<file path="src/rtl/malcolm.sv">
// malcolm: nibble-to-byte packer feeding a first-word-fall-through FIFO with valid/ready output.
// Optional stored even parity is enabled by defining MALCOLM_PARITY_EN.
module malcolm #(
    parameter int FIFO_AW = 2
) (
    input  logic               clk,
    input  logic               reset,
    input  logic [3:0]         moneytalks,
    input  logic               capture,
    input  logic               flush,
    output logic [7:0]         out_data,
    output logic               out_parity,
    output logic               out_valid,
    input  logic               out_ready,
    output logic [FIFO_AW:0]   level,
    output logic               overflow
);

    localparam int DEPTH = 1 << FIFO_AW;
    localparam logic [FIFO_AW:0] FULL_LEVEL = {1'b1, {FIFO_AW{1'b0}}};
`ifdef MALCOLM_PARITY_EN
    localparam int W = 9;
`else
    localparam int W = 8;
`endif

    typedef enum logic {EMPTY, HALF} state_t;

    state_t               state, state_nxt;
    logic [3:0]           lo_q;
    logic [W-1:0]         ram [DEPTH];
    logic [W-1:0]         wdata;
    logic [W-1:0]         head;
    logic [FIFO_AW-1:0]   wr_ptr, rd_ptr;
    logic [7:0]           byte_w;
    logic                 byte_done, push, pop, drop, full;
    logic                 primed;

    // Packer state register
    always_ff @(posedge clk or posedge reset) begin
        if (reset)      state <= EMPTY;
        else if (flush) state <= EMPTY;
        else            state <= state_nxt;
    end

    always_comb begin
        state_nxt = state;
        if (capture) state_nxt = (state == EMPTY) ? HALF : EMPTY;
    end

    always_comb begin
        full      = (level == FULL_LEVEL);
        byte_done = capture && (state == HALF) && !flush;
        pop       = out_valid && out_ready && !flush;
        push      = byte_done && (!full || pop);
        drop      = byte_done && full && !pop;
    end

    always_ff @(posedge clk or posedge reset) begin
        if (reset)                               lo_q <= 4'h0;
        else if (flush)                          lo_q <= 4'h0;
        else if (capture && (state == EMPTY))    lo_q <= moneytalks;
    end

    assign byte_w = {moneytalks, lo_q};
`ifdef MALCOLM_PARITY_EN
    assign wdata = {^byte_w, byte_w};
`else
    assign wdata = byte_w;
`endif

    // FIFO storage: no reset, contents only meaningful below level
    always_ff @(posedge clk) begin
        if (push) ram[wr_ptr] <= wdata;
    end

    always_ff @(posedge clk or posedge reset) begin
        if (reset) begin
            wr_ptr   <= '0;
            rd_ptr   <= '0;
            level    <= '0;
            overflow <= 1'b0;
            primed   <= 1'b0;
        end else if (flush) begin
            wr_ptr <= '0;
            rd_ptr <= '0;
            level  <= '0;
        end else begin
            if (push) wr_ptr <= wr_ptr + 1'b1;
            if (pop)  rd_ptr <= rd_ptr + 1'b1;
            case ({push, pop})
                2'b10:   level <= level + 1'b1;
                2'b01:   level <= level - 1'b1;
                default: level <= level;
            endcase
            if (drop) overflow <= 1'b1;
            if (push) primed <= 1'b1;
        end
    end

    // Head is read combinationally; forced to zero until the first write after reset
    assign head      = ram[rd_ptr];
    assign out_valid = (level != '0);
    assign out_data  = primed ? head[7:0] : 8'h00;
`ifdef MALCOLM_PARITY_EN
    assign out_parity = primed ? head[8] : 1'b0;
`else
    assign out_parity = 1'b0;
`endif

endmodule

</file>
<file path="config.mk">
export PLATFORM = sky130hd
export DESIGN_NAME = malcolm
export DESIGN_NICKNAME = d
export VERILOG_FILES = /design/src/rtl/malcolm.sv
export SDC_FILE = /design/constraint.sdc
export NUM_CORES = 1
export LEC_CHECK = 0
export ABC_AREA = 1
export CORE_ASPECT_RATIO = 1.25
export CORE_UTILIZATION = 52
export CTS_BUF_LIST = sky130_fd_sc_hd__clkbuf_8
export CTS_CLUSTER_DIAMETER = 60
export DETAILED_ROUTE_END_ITERATION = 12
export MAX_ROUTING_LAYER = met4
export PLACE_DENSITY = 0.78
export SLEW_MARGIN = 20
export SYNTH_ARGS = -nofsm -noshare
export SYNTH_HDL_FRONTEND = slang
export SYNTH_SLANG_ARGS = --single-unit
</file>
<file path="constraint.sdc">
create_clock -name clk -period 1.7 [get_ports clk]
set_input_delay 0.255 -clock clk [delete_from_list [all_inputs] [get_ports clk]]
set_output_delay 0.255 -clock clk [all_outputs]
set_load 0.01 [all_outputs]
</file>
==> flow_summary.json <==
{
  "first_pass_grt_wire_length_um": 6460,
  "clk_transition_reported_paths_ns": 0.08,
  "synth-async-reset-ratio_pct": 30.4,
  "synth.yosys.seq_area_share_pct": 63.5,
  "run_status": "finished clean",
  "combinational_family_with_the_most_area_after_synthesis": "simple AND/OR/NAND/NOR gates",
  "finalSetupViolCount": 0,
  "die_y_um": 72.4,
  "flow.area_growth_from_synthesis_pct": 28.0,
  "setup.worst_path.class": "register to primary output",
  "final_layout_size_suffix_gt1_share_pct": 29.8,
  "crit-reg2reg-capture": "level[2]",
  "tritoncts_buffers": 5,
  "worst_setup_path_startpoint": "rd_ptr[0]",
  "netlist-cell-type-count": 26,
  "period_minus_slack_ns": 1.66,
  "worst_flop_to_flop_path_startpoint": "level[0]",
  "synth_enable_flop_cells": 32,
  "port_buffers": 21,
  "worst_margin_slew_ns": 0.552,
  "p_seq_share_pct": 43.5,
  "dr.pass1.iters": 4,
  "grt.overflow.total": 0,
  "p_int_mw": 2.13,
  "worst_hold_path_type": "input port to async pin",
  "final.period_utilization_pct": 97.9,
  "placement_rows": 25,
  "fill_cells": 296,
  "die_x_um": 58.4,
  "worst-r2r-setup-slack_ns": 0.06,
  "finalWeightedCongestion": 0.781,
  "worst_setup_path_start_kind": "register",
  "globalRouteTotalUtil_pct": 22.0,
  "vias_per_cell": 4.87,
  "synth_area_um2": 2060,
  "route.vias.total": 1423,
  "rsz0062_at_grt": "yes",
  "synth-compound-area-share_pct": 9.70,
  "reg2reg_depth": 11,
  "yosys_most_used_dff": "sky130_fd_sc_hd__edfxtp_1",
  "cp_max_fo": 8,
  "fin_ws_ns": 0.0365,
  "post_synth_and_or_nand_nor_area_fraction_pct": 17.2,
  "clock_latency_at_the_later_pin_of_the_worst_skew_pair_ns": 0.30,
  "antenna_violating_nets_post_route": 0,
  "p_leak_nw": 1.07,
  "post_synth.cell_area_avg_um2": 10.9,
  "final_core_utilization_pct": 69.8,
  "syn_nets": 203,
  "final_nets": 251,
  "clockBufferDepth": 2,
  "synth-adder-area-share_pct": 3.39,
  "cts-htree-levels": 2,
  "power.share.combinational_pct": 34.9,
  "core_um2": 3780,
  "yosys_warnings": 0,
  "ios": 23,
  "cap_viol_max_count": 0,
  "grt_start_max_net_pins": 17,
  "swShare_pct": 31.2,
  "fp.dieArea_um2": 4230,
  "wl_per_cell_um": 13.4,
  "drt_iter0_drc": 27,
  "total_power_mw": 3.09,
  "final.setup_skew_ns": 0.00487,
  "max_freq_mhz": 601,
  "worst_path_required_time_ns": 1.44,
  "cts_tree": "yes",
  "diode_count": 0,
  "critical_path_data_arrival_time_ns": 1.41,
  "sequential_cell_area_um2": 1320,
  "timing.final.hold_violations": 0,
  "initial_core_util_pct": 54.5,
  "worst_ir_drop_vdd_uv": 677,
  "detailedPlace.worstSlack_ns": -0.162,
  "layout_commonest_cell": "sky130_fd_sc_hd__edfxtp_1",
  "drc": 0,
  "vias_in_the_first_global_route": 1431,
  "layout.cells.most_common_list": "sky130_fd_sc_hd__edfxtp_1, sky130_fd_sc_hd__nor2_1, sky130_fd_sc_hd__buf_4",
  "postSynthRegisterBits": 46,
  "drt_wl_total_um": 3910,
  "max_slew_margin_pct": 63.2,
  "clock_sinks": 46,
  "place_hpwl_um": 2640,
  "crit_end": "out_data[3]",
  "initial_antenna_violation_count": 0,
  "multi_input_area_um2": 684,
  "postSynthCellCount": 189,
  "ctsRootBufferMaster": "sky130_fd_sc_hd__clkbuf_8",
  "switching_power_uw": 962,
  "post_synth_xor_area_fraction_pct": 0.424,
  "power_per_cell_area_nw_per_um2": 1170,
  "drv_slew": 0,
  "synth.area.mux_share_pct": 0,
  "power.clock.fraction_pct": 21.6,
  "worstSetupEndpointType": "primary output",
  "fin_setup_tns_ns": 0
}
[cell families after synthesis]
group / count (synthesis)
other cells: 1
buf+inv: 26
flops: 46
fa+ha+maj: 5
xor+xnor: 1
compound gates: 37
simple gates: 73
[stage by stage]
step / area [um2] / cells / hold WS (ns)
6_report: 2640 / 292 / 0.304
5_1_grt: 2640 / 292 / 0.365
4_1_cts: 2600 / 291 / 0.322
3_5_place_dp: 2500 / 281 / 0.465
3_3_place_gp: 2500 / 281 / 0.465
2_1_floorplan: 2080 / 189 / 0.144
[synthesized netlist by cell type (2+ instances only)]
library cell               number  share of area, %
sky130_fd_sc_hd__nor2_1        40               7.3
sky130_fd_sc_hd__inv_2          4              0.73
sky130_fd_sc_hd__dfrtp_1       14                17
sky130_fd_sc_hd__a21oi_1       10               2.4
sky130_fd_sc_hd__nand2_1       13               2.4
sky130_fd_sc_hd__nand2_4        2               1.1
sky130_fd_sc_hd__buf_4          5               1.8
sky130_fd_sc_hd__nand4_1        3              0.91
sky130_fd_sc_hd__o21ai_0       22               5.3
sky130_fd_sc_hd__inv_1         14               2.5
sky130_fd_sc_hd__edfxtp_1      32                47
sky130_fd_sc_hd__clkinv_1       2              0.36
sky130_fd_sc_hd__nand3_2        4               1.9
sky130_fd_sc_hd__ha_1           4               2.4
sky130_fd_sc_hd__nand3_1        9               2.2
[how the worst min path moves through the flow]
stage | cells past startpoint | slack [ns] | to | from
2_1_floorplan | 1 | 0.14 | level[2] | reset
3_3_place_gp | 1 | 0.46 | overflow | overflow
3_5_place_dp | 1 | 0.46 | overflow | overflow
4_1_cts | 2 | 0.32 | wr_ptr[1] | reset
5_1_grt | 2 | 0.36 | primed | reset
6_report | 2 | 0.30 | level[2] | reset
[state kept, by name, summed over array words and instances, names as in the netlist]
| register | cells |
|---|---|
| wr_ptr | 2 |
| ram | 32 |
| overflow | 1 |
| level | 3 |
| primed | 1 |
| state | 1 |
| rd_ptr | 2 |
| lo_q | 4 |
[layer usage]
metal  wire (um)  GRT usage [%]  share of wire, %
met4          70           8.73               1.8
met3         118           4.81               3.0
met2        2120           39.1                54
met1        1600           23.6                41
met5           0              -                 0
[worst max-delay path, cell delays in order (launching register included)]
cell                        delay (ns)
sky130_fd_sc_hd__dfrtp_2          0.43
sky130_fd_sc_hd__clkbuf_16        0.20
sky130_fd_sc_hd__nor2_4           0.04
sky130_fd_sc_hd__nor2_2           0.09
sky130_fd_sc_hd__o21ai_1          0.06
sky130_fd_sc_hd__a21oi_1          0.14
sky130_fd_sc_hd__buf_2            0.15
[power groups by stage]
stage / Sequential (mW) / Combinational, mW / Clock (mW)
after floorplan: 1.40 / 0.531 / 0
after global routing: 1.35 / 1.18 / 0.721
after global placement: 1.36 / 1.02 / 0
final: 1.34 / 1.08 / 0.666
after CTS: 1.35 / 1.05 / 0.683
after detailed placement: 1.36 / 1.04 / 0
[repair_timing]
action,CTS,global route
cloned,1,0
endpoints found under the setup margin,9,9
resized for setup,42,22
hold buffers,0,0
endpoints found under the hold margin,0,0
buffers inserted,2,1
pin swaps,1,16
[area by class of cell]
class / instances / share of cell area, %
repair buffers: 47 / 14.9
flip-flops and latches: 46 / 49.8
clock inverters: 2 / 0.331
multi-input cells: 117 / 25.9
well taps: 54 / 2.56
inverters: 20 / 3.41
clock buffers: 6 / 3.13
No activity file was read; power rests on OpenSTA's default activity.
